==> src/rtl/mem_arbiter.sv <==
// mem_arbiter: two-port arbiter between the I-cache and D-cache memory-side
// interfaces and a single word-granular external memory port. One transaction
// is granted at a time; the single outstanding read is tracked and its valid
// strobe is routed back to the port that issued it.
//
// Optional feature: define MEM_ARB_ROUND_ROBIN_EN for round-robin arbitration
// on simultaneous requests. Without it, D has fixed priority over I.
//
// Ports:
//   i_clk, i_rst_n          clock (rising edge), async active-low reset
//   i_X_ren/wen/addr/wdata  port X request (X = I, D), held until o_X_ready
//   o_X_ready               port X request accepted this cycle
//   o_X_valid/rdata         port X read response (rdata is broadcast)
//   o_mem_*                 request to memory, zero when nothing is granted
//   i_mem_ready             memory accepts the presented request this cycle
//   i_mem_valid/rdata       memory read response, one cycle per read
module mem_arbiter (
  input  logic        i_clk,
  input  logic        i_rst_n,
  input  logic        i_I_ren,
  input  logic        i_I_wen,
  input  logic [31:0] i_I_addr,
  input  logic [31:0] i_I_wdata,
  output logic        o_I_ready,
  output logic        o_I_valid,
  output logic [31:0] o_I_rdata,
  input  logic        i_D_ren,
  input  logic        i_D_wen,
  input  logic [31:0] i_D_addr,
  input  logic [31:0] i_D_wdata,
  output logic        o_D_ready,
  output logic        o_D_valid,
  output logic [31:0] o_D_rdata,
  input  logic        i_mem_ready,
  output logic [31:0] o_mem_addr,
  output logic [31:0] o_mem_wdata,
  output logic        o_mem_ren,
  output logic        o_mem_wen,
  input  logic [31:0] i_mem_rdata,
  input  logic        i_mem_valid
);

  typedef enum logic {IDLE = 1'b0, RD_WAIT = 1'b1} state_e;

  state_e state_q, state_d;
  logic   owner_q, owner_d;   // 0 = I, 1 = D

  logic   req_i, req_d;
  logic   pick_d;             // D wins a simultaneous request
  logic   grant_i, grant_d, grant_any;
  logic   win_ren, win_wen;
  logic   accept;

`ifdef MEM_ARB_ROUND_ROBIN_EN
  logic   last_q, last_d;     // last accepted port, 0 = I, 1 = D
`endif

  always_comb begin
    req_i = i_I_ren | i_I_wen;
    req_d = i_D_ren | i_D_wen;

`ifdef MEM_ARB_ROUND_ROBIN_EN
    pick_d = ~last_q;
`else
    pick_d = 1'b1;
`endif

    // Grants are also gated by reset so every output is quiet while reset is
    // held, whatever the requesters are driving.
    grant_d   = i_rst_n & (state_q == IDLE) & req_d & (~req_i | pick_d);
    grant_i   = i_rst_n & (state_q == IDLE) & req_i & ~grant_d;
    grant_any = grant_i | grant_d;

    win_ren = grant_d ? i_D_ren : (grant_i & i_I_ren);
    win_wen = grant_d ? i_D_wen : (grant_i & i_I_wen);

    o_mem_ren   = win_ren;
    // A request with both strobes high is a read.
    o_mem_wen   = win_wen & ~win_ren;
    o_mem_addr  = grant_d ? i_D_addr  : (grant_i ? i_I_addr  : 32'd0);
    o_mem_wdata = grant_d ? i_D_wdata : (grant_i ? i_I_wdata : 32'd0);

    accept    = grant_any & i_mem_ready;
    o_I_ready = grant_i & i_mem_ready;
    o_D_ready = grant_d & i_mem_ready;

    // Valid in IDLE (including a stale response after reset) is dropped.
    o_I_valid = i_rst_n & i_mem_valid & (state_q == RD_WAIT) & ~owner_q;
    o_D_valid = i_rst_n & i_mem_valid & (state_q == RD_WAIT) &  owner_q;
    o_I_rdata = i_rst_n ? i_mem_rdata : 32'd0;
    o_D_rdata = i_rst_n ? i_mem_rdata : 32'd0;

    state_d = state_q;
    owner_d = owner_q;
    case (state_q)
      IDLE: begin
        if (accept && win_ren) begin
          state_d = RD_WAIT;
          owner_d = grant_d;
        end
      end
      RD_WAIT: begin
        if (i_mem_valid) state_d = IDLE;
      end
      default: state_d = IDLE;
    endcase

`ifdef MEM_ARB_ROUND_ROBIN_EN
    last_d = accept ? grant_d : last_q;
`endif
  end

  always_ff @(posedge i_clk or negedge i_rst_n) begin
    if (!i_rst_n) begin
      state_q <= IDLE;
      owner_q <= 1'b0;
`ifdef MEM_ARB_ROUND_ROBIN_EN
      last_q  <= 1'b0;
`endif
    end else begin
      state_q <= state_d;
      owner_q <= owner_d;
`ifdef MEM_ARB_ROUND_ROBIN_EN
      last_q  <= last_d;
`endif
    end
  end

endmodule

==> config.mk <==
export PLATFORM = sky130hd
export DESIGN_NAME = mem_arbiter
export DESIGN_NICKNAME = d
export VERILOG_FILES = /design/src/rtl/mem_arbiter.sv
export SDC_FILE = /design/constraint.sdc
export NUM_CORES = 1
export LEC_CHECK = 0
export BUFFER_PORTS_ARGS = -buffer_cell sky130_fd_sc_hd__buf_2
export CAP_MARGIN = 20
export CORE_AREA = 2 2 116 118
export CTS_CLUSTER_DIAMETER = 60
export DETAILED_ROUTE_END_ITERATION = 8
export DIE_AREA = 0 0 118 120
export SYNTH_ARGS = -nofsm -noshare
export SYNTH_HDL_FRONTEND = slang
export SYNTH_SLANG_ARGS = --single-unit
==> constraint.sdc <==
create_clock -name i_clk -period 2.74 [get_ports i_clk]
set_clock_uncertainty 0.15 [all_clocks]
set_input_delay 0.137 -clock i_clk [delete_from_list [all_inputs] [get_ports i_clk]]
set_output_delay 0.137 -clock i_clk [all_outputs]
set_load 0.1 [all_outputs]
==> impl_metrics.tcl <==
set metrics [dict create \
    crit_required_ns 2.45 \
    ys.flop_type "dfrtp_1" \
    r2r_start "state_q$_DFF_PN0_" \
    rsz0062_at_grt "no" \
    p_seq_share_pct 2.0 \
    overflow 0 \
    cts_resized 0 \
    grt_pass1_vias 2198 \
    h-tree-depth 1 \
    holdPathStages 3 \
    io_buffers 301 \
    swShare_pct 64.3 \
    syn_to_final_growth_pct 180 \
    end_kind "output pin" \
    route.met2.wl_mm 4.44 \
    stdcell_area_mm2 0.00368 \
    syn_inst 171 \
    status "completed" \
    fin_crit_ns 2.44 \
    ir_drop_mv 0.229 \
    layout.nets 603 \
    slowest_delay_ns 0.52 \
    cap_violations 0 \
    worst_skew_pair.late_latency_ns 0.22 \
    die_area_mm2 0.0142 \
    slew_headroom_pct 65.7 \
    p_total_w 0.00185 \
    cts_root_buf "clkbuf_16" \
    yosysTopAreaCell "a22o_1" \
    path_max_fanout 55 \
    m1WireLength_mm 3.65 \
    avgSynthCellArea_um2 7.68 \
    cp-start-kind "primary input" \
    cts_tree "yes" \
    rrSetupSlack_ns 1.38 \
    final-setup-viol-count 0 \
    place_congestion 0.815 \
    drt-initial-drc-count 84 \
    synthArstFlopShare_pct 100 \
    p_sw_w 0.00119 \
    core_area_mm2 0.0130 \
    synth.most_common_cell "a22o_1" \
    finalNonFillerCells 609 \
    grt_first_pass_wirelength_mm 12.5 \
    route.detailed.drc 0 \
    max_freq_ghz 0.410 \
    hold_end "state_q$_DFF_PN0_" \
    syn_area_mm2 0.00131 \
    synth_edf_count 0 \
    synth_area_leaders "a22o_1 (43%), buf_4 (18%), and2_1 (16%)" \
    worst_path_max_delay_cell "dlygate4sd3_1" \
    crit_top_cell "buf_2" \
    cts_buffers 3 \
    grt_use_total_pct 11.2 \
    ys_ff_latch 2 \
    ant_nets 0 \
    crit_chain "dlygate4sd3_1 -> buf_2 -> nand2b_2 -> nor4_4 -> buf_12 -> a22o_1 -> buf_2" \
    crit_arrival_ns 2.15 \
    antenna_found_initial 0 \
    die_h_um 120 \
    drv_slew 0 \
    hold_violations 0 \
    top_layer_used "met4" \
    synth_top_area_share_pct 42.7 \
    placed_area_mm2 0.00359 \
    final.period_utilization_pct 89.0 \
    leakage_nw 2.01 \
    met3_length_um 521 \
    hp-class "in -> reg" \
    startpoint "i_rst_n" \
    cts_setup_buffers 0 \
    num_rows 42 \
    cts.sinks 2 \
    grt_max_degree 56 \
    finalCoreUtilization_pct 28.3 \
    yosysWarnings 0 \
    p_comb_share_pct 86.0 \
    worst_pin_slew_ns 0.518 \
    n_antenna_cell 0 \
    hold_start "i_mem_valid" \
    drive_above_1_share_pct 72.7 \
    wirelength_mm 8.67 \
    synth.top_cells.by_count "a22o_1 (64), and2_1 (34), buf_4 (32), buf_2 (7), nor2_1 (7)" \
    detail_route.wl_per_cell_um 14.2 \
    synth_nets 339 \
    critPathKind "in -> out" \
    r2r_cells 3 \
    die_w_um 118 \
    drt_first_pass_iters 4 \
    clkPwrFrac_pct 12.0 \
    fin_setup_tns_ns 0 \
    start_util_pct 10.1 \
    cts_buffer_depth 2 \
    yosysSeqAreaShare_pct 3.81 \
    path_clk_slew_ns 0.03 \
    p_per_area_mw_per_mm2 504 \
    dp.cells 605 \
    intPower_w 0.000660 \
    ys_types 21 \
    viasPerCell 3.77 \
    dp_hpwl_mm 7.62 \
    ios 302 \
    r2r-end "owner_q$_DFFE_PN0P_" \
    num_vias 2296 \
]
==> kinds of logic (layout without fill, tap and decap cells) <==
logic type             count (synthesis)  in the layout  synth area share, %
AOI/OAI and AO/OA                     69             69                 45.4
DFF                                    2              2                 3.81
buffers and inverters                 51            313                 27.8
and+or+nand+nor                       49             49                 23.0
==> critical path, delay by kind of cell <==
family | cells | cell delay [ns]
simple gates | 2 | 0.47
buf+inv | 4 | 1.34
compound gates | 1 | 0.18
==> per-layer routing <==
layer	up-vias	global-route usage [%]
li1	1129	-
met1	1043	14.3
met2	120	20.0
met3	4	1.62
met4	0	2.48
met5	-	0
==> through the flow <==
stage / hold WS (ns) / worst slack, ns
CTS: 0.0730 / 0.261
detailed placement: 0.0299 / 0.589
global route: 0.105 / 0.129
floorplan: -0.309 / 0.490
finish: 0.0735 / 0.300
global placement: 0.0324 / 0.616
==> timing repair <==
action                                 4_1_cts  5_1_grt
endpoints found under the hold margin        2        0
setup endpoints to repair                    0        0
hold buffers                                 1        0
==> worst max-delay path by stage <==
stage	end	slack (ns)
6_report	o_mem_addr[6]	0.30
5_1_grt	o_mem_addr[4]	0.13
4_1_cts	o_mem_addr[6]	0.26
3_5_place_dp	o_mem_addr[10]	0.59
3_3_place_gp	o_mem_addr[7]	0.62
2_1_floorplan	o_mem_ren	0.49
==> cell usage in the layout, fill, tap and decap left out, types with 2 or more instances in the layout <==
cell	netlist	final
and2_1	34	34
clkbuf_16	0	3
buf_12	0	57
buf_4	32	4
nor2_1	7	6
dfrtp_1	2	2
a22o_1	64	64
inv_1	2	2
buf_2	7	246
nor2b_1	2	2
==> registers in the layout, indices dropped and copies added, names as in the netlist <==
signal and count:
state_q 1, owner_q 1
==> cell type report <==
class / count / area (um2)
repair buffers: 308 / 2410
clock buffers: 3 / 75.1
multi-input cells: 118 / 911
well taps: 176 / 220
flip-flops and latches: 2 / 50.0
inverters: 2 / 7.51
fillers: 1392 / 9300
==> power groups by stage <==
stage          Combinational, W  Clock, W  Sequential (W)
2_1_floorplan           0.00113         0       0.0000354
3_3_place_gp            0.00159         0       0.0000363
3_5_place_dp            0.00159         0       0.0000364
4_1_cts                 0.00160  0.000228       0.0000362
5_1_grt                 0.00163  0.000232       0.0000371
6_report                0.00159  0.000223       0.0000361
Power figures use the tool's default switching activity.
